**config.mk**
```make
export PLATFORM = sky130hd
export DESIGN_NAME = display_scan_controller
export DESIGN_NICKNAME = d
export VERILOG_FILES = /design/src/rtl/display_scan_controller_pkg.sv /design/src/rtl/display_scan_controller_scan_timer.sv /design/src/rtl/display_scan_controller.sv
export SDC_FILE = /design/constraint.sdc
export NUM_CORES = 1
export LEC_CHECK = 0
export CORE_MARGIN = 8
export CORE_UTILIZATION = 25
export CTS_CLUSTER_DIAMETER = 150
export CTS_CLUSTER_SIZE = 28
export DETAILED_ROUTE_END_ITERATION = 7
export GPL_ROUTABILITY_DRIVEN = 0
export PLACE_DENSITY = 0.41
export SETUP_SLACK_MARGIN = 0.5
export SLEW_MARGIN = 10
export SYNTH_ARGS = -nofsm -noshare
export SYNTH_HDL_FRONTEND = slang
export SYNTH_SLANG_ARGS = --single-unit
```
**constraint.sdc**
```tcl
create_clock -name clk -period 5.2 [get_ports clk]
set_input_delay 0.78 -clock clk [delete_from_list [all_inputs] [get_ports clk]]
set_output_delay 0.78 -clock clk [all_outputs]
set_load 0.1 [all_outputs]
```
**src/rtl/display_scan_controller_pkg.sv**
```systemverilog
// display_scan_controller_pkg: shared state encoding and slot/BCD constants for the display scanner.
package display_scan_controller_pkg;

    typedef enum logic [1:0] {IDLE, GUARD, SHOW} state_e;

    localparam logic [1:0] SLOT_US = 2'd0;
    localparam logic [1:0] SLOT_TS = 2'd1;
    localparam logic [1:0] SLOT_UM = 2'd2;
    localparam logic [1:0] SLOT_TM = 2'd3;
    localparam int         BCD_MAX = 9;

endpackage

```
**src/rtl/display_scan_controller_scan_timer.sv**
```systemverilog
// scan_timer: loadable down-counter; done is high while the count sits at zero.
module scan_timer #(
    parameter int W = 8
) (
    input  logic         clk,
    input  logic         rst_n,
    input  logic         load_i,
    input  logic [W-1:0] val_i,
    output logic         done_o
);

    logic [W-1:0] count_q;

    always_ff @(posedge clk or negedge rst_n) begin
        if (!rst_n)              count_q <= '0;
        else if (load_i)         count_q <= val_i;
        else if (count_q != '0)  count_q <= count_q - 1'b1;
    end

    assign done_o = (count_q == '0);

endmodule

```
**src/rtl/display_scan_controller.sv**
```systemverilog
// display_scan_controller: multiplexes four frame-snapshotted BCD digits onto one bus with
// guard intervals, leading-zero blanking, invalid-digit suppression and per-slot blink.
module display_scan_controller
    import display_scan_controller_pkg::*;
#(
    parameter int SIZE         = 4,
    parameter int SHOW_CYCLES  = 25000,
    parameter int GUARD_CYCLES = 64,
    parameter int BLINK_FRAMES = 100
) (
    input  logic            clk,
    input  logic            rst_n,
    input  logic            enable,
    input  logic [SIZE-1:0] units_second,
    input  logic [SIZE-1:0] tens_second,
    input  logic [SIZE-1:0] units_minute,
    input  logic [SIZE-1:0] tens_minute,
    input  logic            blank_lz,
    input  logic [3:0]      blink_mask,
    output logic [SIZE-1:0] bcd_out,
    output logic [3:0]      digit_en,
    output logic [1:0]      slot,
    output logic            frame_start
);

    localparam int CW = $clog2((SHOW_CYCLES > GUARD_CYCLES ? SHOW_CYCLES : GUARD_CYCLES) + 1);
    localparam int FW = $clog2(BLINK_FRAMES + 1);

    state_e                 state_q, state_d;
    logic [1:0]             slot_q, slot_d, nxt;
    logic [SIZE-1:0]        bcd_q, bcd_d, nd;
    logic [3:0]             en_q, en_d;
    logic                   fs_q, fs_d;
    logic [FW-1:0]          fcnt_q, fcnt_d;
    logic                   blink_q, blink_d;
    logic [3:0][SIZE-1:0]   snap_q, snap_d, live;
    logic                   t_load, t_done, sup;
    logic [CW-1:0]          t_val;

    scan_timer #(.W(CW)) u_timer (
        .clk    (clk),
        .rst_n  (rst_n),
        .load_i (t_load),
        .val_i  (t_val),
        .done_o (t_done)
    );

    assign live = {tens_minute, units_minute, tens_second, units_second};
    assign nxt  = slot_q + 2'd1;
    // Entering slot 0 always takes the live units digit, which is what the snapshot captures on that edge.
    assign nd   = (state_q == IDLE || slot_q == SLOT_TM) ? units_second : snap_q[nxt];
    assign sup  = (blink_mask[slot_q] && !blink_q) ||
                  (slot_q == SLOT_TM && blank_lz && snap_q[SLOT_TM] == '0) ||
                  (snap_q[slot_q] > SIZE'(BCD_MAX));

    always_comb begin
        state_d = state_q;
        slot_d  = slot_q;
        bcd_d   = bcd_q;
        en_d    = en_q;
        fs_d    = 1'b0;
        fcnt_d  = fcnt_q;
        blink_d = blink_q;
        snap_d  = snap_q;
        t_load  = 1'b0;
        t_val   = '0;
        if (!enable) begin
            state_d = IDLE;
            slot_d  = SLOT_US;
            bcd_d   = '0;
            en_d    = '0;
            t_load  = 1'b1;
        end else begin
            case (state_q)
                IDLE: begin
                    state_d = GUARD;
                    slot_d  = SLOT_US;
                    snap_d  = live;
                    bcd_d   = (nd > SIZE'(BCD_MAX)) ? '0 : nd;
                    fs_d    = 1'b1;
                    t_load  = 1'b1;
                    t_val   = CW'(GUARD_CYCLES - 1);
                end
                GUARD: if (t_done) begin
                    state_d = SHOW;
                    en_d    = sup ? 4'b0000 : 4'b0001 << slot_q;
                    t_load  = 1'b1;
                    t_val   = CW'(SHOW_CYCLES - 1);
                end
                SHOW: if (t_done) begin
                    state_d = GUARD;
                    slot_d  = nxt;
                    en_d    = '0;
                    bcd_d   = (nd > SIZE'(BCD_MAX)) ? '0 : nd;
                    t_load  = 1'b1;
                    t_val   = CW'(GUARD_CYCLES - 1);
                    if (slot_q == SLOT_TM) begin
                        snap_d  = live;
                        fs_d    = 1'b1;
                        fcnt_d  = (fcnt_q == FW'(BLINK_FRAMES - 1)) ? '0 : fcnt_q + 1'b1;
                        blink_d = (fcnt_q == FW'(BLINK_FRAMES - 1)) ? !blink_q : blink_q;
                    end
                end
                default: state_d = IDLE;
            endcase
        end
    end

    always_ff @(posedge clk or negedge rst_n) begin
        if (!rst_n) begin
            state_q <= IDLE;
            slot_q  <= '0;
            bcd_q   <= '0;
            en_q    <= '0;
            fs_q    <= 1'b0;
            fcnt_q  <= '0;
            blink_q <= 1'b1;
            snap_q  <= '0;
        end else begin
            state_q <= state_d;
            slot_q  <= slot_d;
            bcd_q   <= bcd_d;
            en_q    <= en_d;
            fs_q    <= fs_d;
            fcnt_q  <= fcnt_d;
            blink_q <= blink_d;
            snap_q  <= snap_d;
        end
    end

    assign bcd_out     = bcd_q;
    assign digit_en    = en_q;
    assign slot        = slot_q;
    assign frame_start = fs_q;

endmodule
```
Word-level counts from Yosys, hierarchy flattened

Cells that the tools add are included.

Output and inout bits: 11
Word-level logic and storage cells: 90
Register bits after elaboration: 52

Muxes and demuxes: 40
Eq/ne operators: 10
Shift-type cells: 1
$lt $le $gt $ge: 4
Reductions and logical operators: 20
Add/subtract/negate cells: 3

Operator list:

| operator                                                                     | count |
|---|---|
| 15-bit two-way mux                                                           | 4 |
| 15-bit one-hot mux with 3 select lines                                       | 1 |
| 4-bit two-way mux                                                            | 10 |
| 16-bit two-way mux                                                           | 2 |
| 16-bit one-hot mux with 2 select lines                                       | 1 |
| 4-bit binary-select mux with 2-bit select                                    | 2 |
| 4-bit one-hot mux with 2 select lines                                        | 2 |
| 15-bit zero test                                                             | 1 |
| 15-bit nonzero test                                                          | 1 |
| 15-bit by 1-bit subtractor with 15-bit output, second input constant         | 1 |
| 2-bit two-way mux                                                            | 5 |
| 4-bit greater-than comparator, second input constant                         | 2 |
| 4-bit AND reduction                                                          | 2 |
| 7-bit by 1-bit adder with 7-bit output, second input constant                | 1 |
| 7-bit == test, second input constant                                         | 1 |
| 7-bit two-way mux                                                            | 1 |
| 2-bit by 3-bit less-than comparator with 1-bit output, second input constant | 2 |
| 1-bit two-way mux                                                            | 6 |
| 6-bit two-way mux                                                            | 1 |
| 3-bit by 1-bit inequality test with 1-bit output, second input constant      | 2 |
| 3-bit inequality test, second input constant                                 | 2 |
| 2-bit one-hot mux with 3 select lines                                        | 1 |
| 5-bit AND reduction                                                          | 1 |
| 2-bit == test, second input constant                                         | 2 |
| 16 further kinds                                                             | 24 |

Longest topological paths before layout

Gate-level depths: netlist of run 1.

Word-level depth: 9
Gate-level depth with buffers: 8

Modules after synthesis

A second synthesis of run 1 with hierarchy kept.

Cell total of the unflattened synthesis: 270
Area total of the unflattened synthesis: 2874.0 um2

Modules (own cells, without submodules):

| module                  | instances | seq. area each (um2) | cells an instance | area an instance (um2) |
|---|---|---|---|---|
| display_scan_controller | 1         | 927.1                | 181               | 2003.2 |
| scan_timer              | 1         | 375.4                | 89                | 870.8 |

Least setup slack after synthesis of run 1

OpenSTA, ideal clock, no wires.

Path kind: register to register
Start point: register slot_q[0], in the netlist slot[0]
End point: register bcd_q[0], in the netlist bcd_out[0]
Cell stages (with the launch flop): 9
Period minus slack after synthesis: 2.895 ns
Path buffers: 1
Slack: 2.305 ns
Arrival: 2.812 ns
Data required time: 5.117 ns
Cells stage by stage: dfrtp_1 buf_1 inv_1 ha_1 mux4_2 nor2_1 o21ai_0 mux2_2 o21ai_0

Word-level cells in the longest chain between the ends: 9
Elaborated cells between the ends (all ways): 11
Those cells by class: add/sub (1); order compare (1); eq/ne (1); mux (7); reduce/logical (1)

RTL lines:

| item                                      | line                                                         | text |
|---|---|---|
| start, declared                           | display_scan_controller.sv:30                                | `logic [1:0] slot_q, slot_d, nxt;` |
| start signal, assigned                    | display_scan_controller.sv:121                               | `slot_q <= slot_d;` |
| 2-bit by 1-bit adder with 2-bit output    | display_scan_controller.sv:49                                | `assign nxt = slot_q + 2'd1;` |
| 4-bit binary-select mux with 2-bit select | display_scan_controller.sv:51                                | `assign nd = (state_q == IDLE \|\| slot_q == SLOT_TM) ? units_second : snap_q[nxt];` |
| 4-bit two-way mux (not written as such)   | display_scan_controller.sv:51                                |  |
| 4-bit two-way mux *                       | display_scan_controller.sv:51                                |  |
| 4-bit greater-than comparator             | display_scan_controller.sv:79, display_scan_controller.sv:94 |  |
| 4-bit two-way mux *                       | display_scan_controller.sv:79, display_scan_controller.sv:94 |  |
| 4-bit two-way mux                         | display_scan_controller.sv:90                                | `SHOW: if (t_done) begin` |
| 4-bit one-hot mux with 2 select lines *   | display_scan_controller.sv:74                                | `case (state_q)` |
| 4-bit two-way mux *                       | display_scan_controller.sv:67                                | `if (!enable) begin` |
| end signal, assigned                      | display_scan_controller.sv:113                               | `bcd_q <= '0;` |
| end signal, assigned                      | display_scan_controller.sv:122                               | `bcd_q <= bcd_d;` |
| end, declared                             | display_scan_controller.sv:31                                | `logic [SIZE-1:0] bcd_q, bcd_d, nd;` |

Every way passes the cells marked *; elsewhere a longest branch is shown, timed or not. The select of a mux whose other input is x is not followed.
A chain may end at the register's enable or synchronous reset.

Final worst setup path of run 1

Start point: register slot_q[0], in the netlist slot[0]
End point: output slot[0]

RTL lines:

| item          | line                          | text |
|---|---|---|
| end, declared | display_scan_controller.sv:22 | `output logic [1:0] slot,` |

No word-level cell between the ends.

==> results.yml, run 1 <==
power_and_ir_drop:
  leakagePower_nw: 1.47
  powerDensity_nw_per_um2: 368
  finalPower_mw: 1.33
  max-vdd-ir-drop_mv: 0.210
clock_tree:
  cts-root-buf: "clkbuf_16"
  cts_tree: "built"
  cts_max_level: 2
  cts_setup_buffers: 0
  cts_buffers: 5
  clock_latency_ns: 0.29
  cts_buffer_depth: 2
  cts_resized: 0
  cts_hold_buf: 0
  clkSinkCount: 52
  clk_pin_slew_ns: 0.07
critical_path:
  crit_arrival_ns: 2.33
  worst-path-buf-inv: 1
  path_class: "reg -> out"
  cp-start-kind: "flip-flop"
  r2r-end: "bcd_out[0]"
  cp-end-kind: "output pin"
  r2r-start: "slot[0]"
  crit_chain: "clkdlybuf4s50_1"
  endpoint: "slot[0]"
  cpPeakStageDelay_ns: 1.26
  path_max_fanout: 15
  cp_top_family: "buffers and inverters"
  reg2reg_depth: 7
  cp.required_ns: 4.42
  cp.depth: 1
  critPathSlowestCell: "clkdlybuf4s50_1"
  cp-startpoint: "slot[0]"
  reg2reg_setup_slack_ns: 2.63
floorplan:
  die_h_um: 125
  die_w_um: 125
  dieArea_um2: 15600
  ios: 35
  design.core.area_um2: 11500
  start_util_pct: 25.8
  rows: 39
sta:
  tightest_slew_ns: 0.988
  fmax_mhz: 321
  relSlewSlack_pct: 33.9
  period_minus_slack_ns: 3.11
  drv_slew: 0
  hold_viol: 0
  fin_crit_sh_pct: 59.8
  setup_ws_ns: 2.09
  setup_tns_ns: 0
  clock_skew_ns: 0.00561
  rsz0062_at_grt: "false"
  setup_viol: 0
  timing.hold.ws_ns: 0.483
cells_and_area:
  area_delta_synth_final_pct: 21.6
  multi_input_area_um2: 1570
  stdcell_area_um2: 3600
  fill_cells: 1162
  stdcell_count: 461
  drive_gt1_share_pct: 13.8
  utilization_pct: 31.4
  layout.nets: 352
  ff_latch_area_um2: 1300
  antenna_cells: 0
drt:
  ant_nets: 0
  dr.pass1.iters: 4
  post-route-drc-count: 0
  num_vias: 2190
  wl_mm: 7.26
  wire_per_inst_um: 15.7
  viasPerCell: 4.75
  drt_iter0_markers: 137
logic_synthesis:
  ys_seq_elements: 52
  ys.flop_type: "dfrtp_1"
  syn-cell-area_um2: 2960
  async_reset_ff_share_pct: 100
  synthCells: 280
  yosysSeqAreaShare_pct: 44.0
  syn_nets: 315
  yosysWarnings: 0
  synth_cell_types: 52
  syn_area_per_cell_um2: 10.6
  synth-edff-count: 0
run:
  cap_violations: 0
placed_design:
  dp_cells: 453
  dp_slack_ns: 2.11
  io_buffers: 34
  hpwl_mm: 5.24
  dpl_cell_area_um2: 3440
global_routing:
  antenna_found_initial: 0
  grt_max_degree: 53
  grt_usage_pct: 9.61
  overflow: 0
  first_global_vias: 2325
  grt_pass1_wl_mm: 12.4
status:
  status: "finished, final reports clean"
hold_path:
  hp-class: "reg -> reg"
area by class of cell:
| type | count | share of cell area, % |
|---|---|---|
| Clock buffer | 6 | 3.86 |
| Sequential cell | 52 | 36.2 |
| Multi-Input combinational cell | 210 | 43.5 |
| Timing Repair Buffer | 36 | 9.74 |
| Inverter | 12 | 1.25 |
| Tap cell | 143 | 4.97 |
| Clock inverter | 2 | 0.417 |
synthesized netlist by cell type (3+ instances only):
cell type	count	area share, %
xor2_1	7	2.1
nor4_1	4	0.85
or3_1	3	0.63
nand3_1	7	1.2
mux2_4	10	5.1
mux2_2	7	2.7
o21ai_0	20	3.4
a21oi_1	9	1.5
a22oi_1	4	1.0
o21a_1	3	0.76
nor3_1	8	1.4
mux2i_1	3	1.0
mux4_2	4	3.0
nor3b_1	3	0.76
nand2_1	25	3.2
inv_1	12	1.5
ha_1	11	4.7
nand4_1	9	1.9
o211ai_1	3	0.76
xnor2_1	8	2.4
nor2_1	28	3.6
dfrtp_1	51	43
cell usage in the layout (no fill, tap or decap), drive strengths merged, types with 4 or more instances in the layout:
cell           count
ha                11
nor2              28
mux2              17
nand3              7
xor2               7
xnor2              8
mux4               4
dfrtp             51
nand2             25
nor3               8
a21oi              9
o21ai             21
nand4             10
nor4               6
clkdlybuf4s50     33
clkbuf             6
a22oi              4
inv               12
state kept, by name, summed over array words and instances, names as in the netlist:
name / cells
bcd_out: 4
blink_q: 1
digit_en: 4
fcnt_q: 7
frame_start: 1
slot: 2
snap_q: 16
state_q: 2
u_timer.count_q: 15
cells by family (layout without fill, tap and decap cells):
logic type / Yosys count / in the layout / synth area share, %
AO/OA/AOI/OAI: 53 / 53 / 11.3
XOR/XNOR: 15 / 15 / 4.44
adder cells (fa/ha/maj): 11 / 11 / 4.65
buffers and inverters: 18 / 56 / 3.00
flip-flops: 52 / 52 / 44.0
multiplexers: 24 / 24 / 11.8
AND/OR/NAND/NOR: 107 / 107 / 20.7
worst min path at each step:
| stage | from | end | cells past startpoint |
|---|---|---|---|
| after floorplan | fcnt_q[6] | fcnt_q[6] | 1 |
| after global placement | fcnt_q[6] | fcnt_q[6] | 1 |
| after detailed placement | fcnt_q[6] | fcnt_q[6] | 1 |
| after CTS | fcnt_q[6] | fcnt_q[6] | 1 |
| after global routing | fcnt_q[6] | fcnt_q[6] | 1 |
| final | fcnt_q[6] | fcnt_q[6] | 1 |
per-layer routing:
layer / global-route usage (%) / share of wire [%] / up-vias
met3: 1.91 / 3.1 / 5
met2: 15.6 / 46 / 32
met5: 0 / 0 / -
met4: 3.19 / 1.3 / 0
met1: 12.5 / 49 / 1069
li1: - / - / 1084
power by group:
group | internal [mW] | switching (mW) | leakage, nW | total, mW
Combinational | 0.194 | 0.245 | 0.733 | 0.440
Sequential | 0.472 | 0.0645 | 0.670 | 0.537
Clock | 0.192 | 0.157 | 0.0691 | 0.349
Total | 0.858 | 0.467 | 1.47 | 1.33
Note: power is estimated with default switching activity, not from simulation.
==> run 2: changes to the inputs <==
--- a/config.mk
+++ b/config.mk
@@ -11,7 +11,7 @@
 export CTS_CLUSTER_SIZE = 28
 export DETAILED_ROUTE_END_ITERATION = 7
 export GPL_ROUTABILITY_DRIVEN = 0
-export PLACE_DENSITY = 0.41
+export PLACE_DENSITY = 0.42
 export SETUP_SLACK_MARGIN = 0.5
 export SLEW_MARGIN = 10
 export SYNTH_ARGS = -nofsm -noshare
==> constraint.sdc (replaced) <==
create_clock -name clk -period 2.6 [get_ports clk]
set_input_delay 0.39 -clock clk [delete_from_list [all_inputs] [get_ports clk]]
set_output_delay 0.39 -clock clk [all_outputs]
set_load 0.1 [all_outputs]
==> results.yml, run 2 (synthesis results as in run 1) <==
critical_path:
  reg2reg_depth: 8
  r2r-end: "fcnt_q[4]"
  endpoint: "fcnt_q[4]"
  cp.required_ns: 2.78
  cp-start-kind: "flip-flop"
  path_class: "reg -> reg"
  r2r-start: "u_timer.count_q[0]"
  crit_arrival_ns: 2.34
  cp-end-kind: "flip-flop"
  cp-startpoint: "u_timer.count_q[0]"
  path_max_fanout: 5
  reg2reg_setup_slack_ns: 0.44
clock_tree:
  cts_buffers: 5
  cts_tree: "built"
  clk_pin_slew_ns: 0.07
  clkSinkCount: 52
  clock_latency_ns: 0.29
  cts_buffer_depth: 2
  cts-root-buf: "clkbuf_16"
  cts_max_level: 2
cells_and_area:
  drive_gt1_share_pct: 29.7
  stdcell_area_um2: 3920
  fill_cells: 1163
  largest_reg_flops: 16
  layout_commonest_cell: "dfrtp_1"
  antenna_cells: 0
  top_register: "snap_q"
  area_delta_synth_final_pct: 32.4
  stdcell_count: 496
  reg_top3: "snap_q: 16 flops, u_timer.count_q: 15 flops, fcnt_q: 7 flops"
  ff_latch_area_um2: 1310
  layout.nets: 387
  final_cell_mix: "48 x dfrtp_1, 46 x buf_4, 28 x nor2_1"
  multi_input_area_um2: 1650
hold_path:
  hp-class: "in -> async"
sta:
  setup_tns_ns: 0
  relSlewSlack_pct: 58.9
  drv_slew: 0
  period_minus_slack_ns: 2.16
  tightest_slew_ns: 0.616
  rsz0062_at_grt: "true"
  fin_crit_sh_pct: 83.1
  clock_skew_ns: 0.00555
  hold_viol: 0
  setup_viol: 0
  fmax_mhz: 463
drt:
  dr.pass1.iters: 4
  ant_nets: 0
  wire_per_inst_um: 15.8
  viasPerCell: 4.75
  post-route-drc-count: 0
  wl_mm: 7.85
  num_vias: 2357
  drt_iter0_markers: 89
floorplan:
  design.core.area_um2: 11500
  start_util_pct: 25.8
  dieArea_um2: 15600
  die_w_um: 125
  ios: 35
  rows: 39
  die_h_um: 125
global_routing:
  overflow: 0
  antenna_found_initial: 0
  first_global_vias: 2439
  grt_usage_pct: 10.4
  grt_pass1_wl_mm: 13.2
  grt_max_degree: 27
run:
  cap_violations: 0
placed_design:
  io_buffers: 34
  dp_cells: 466
  hpwl_mm: 5.68
  dpl_cell_area_um2: 3530
power_and_ir_drop:
  powerDensity_nw_per_um2: 723
  leakagePower_nw: 1.68
  max-vdd-ir-drop_mv: 0.280
status:
  status: "finished, final reports clean"
## run 2: layout make-up
| class | instances | share of cell area [%] |
|---|---|---|
| clock buffers | 6 | 3.55 |
| multi-input cells | 211 | 42.1 |
| inverters | 12 | 1.15 |
| clock inverters | 2 | 0.351 |
| repair buffers | 70 | 14.9 |
| well taps | 143 | 4.57 |
| flip-flops and latches | 52 | 33.4 |
## run 2: worst min path at each step
stage / from / endpoint / slack [ns] / cells past startpoint
final: rst_n / u_timer.count_q[8] / 0.11 / 1
after global routing: rst_n / u_timer.count_q[8] / 0.15 / 1
after CTS: rst_n / fcnt_q[0] / 0.14 / 1
after detailed placement: rst_n / u_timer.count_q[8] / 0.45 / 1
after global placement: rst_n / u_timer.count_q[14] / 0.44 / 1
after floorplan: rst_n / bcd_out[0] / 0.09 / 0
## run 2: critical path, stage by stage, from the launching register on
cell	delay [ns]
dfrtp_1	0.39
inv_2	0.09
ha_4	0.14
or3b_4	0.41
nor4_4	0.29
buf_4	0.19
and4_4	0.27
nand4_1	0.12
xnor2_1	0.14
## run 2: timing repair
item | CTS | global route
setup endpoints to repair | 31 | 39
resized for setup | 7 | 13
pin swaps | 6 | 5
setup buffers | 18 | 3
hold buffers | 0 | 0
cloned | 1 | 0
## run 2: stage by stage
step           total power, mW  hold WS (ns)  util [%]  setup slack (ns)
6_report                  2.83         0.105      34.2             0.440
5_1_grt                   3.01         0.154      34.2             0.374
4_1_cts                   2.82         0.136      33.7             0.440
3_5_place_dp              2.00         0.453      30.8             0.277
3_3_place_gp              2.00         0.444      30.8             0.328
2_1_floorplan             1.74        0.0944         -             0.437
## run 2: power breakdown
part | switching [mW] | internal, mW
combinational | 0.558 | 0.504
clock | 0.314 | 0.386
sequential | 0.126 | 0.944
## run 2: routing by layer
layer  GRT usage (%)  share of wire [%]  wire length, µm
met2            17.3                 49             3820
met5               0                  0                0
met3            2.47                3.2              254
met4            2.62                1.0               82
met1            13.2                 47             3690
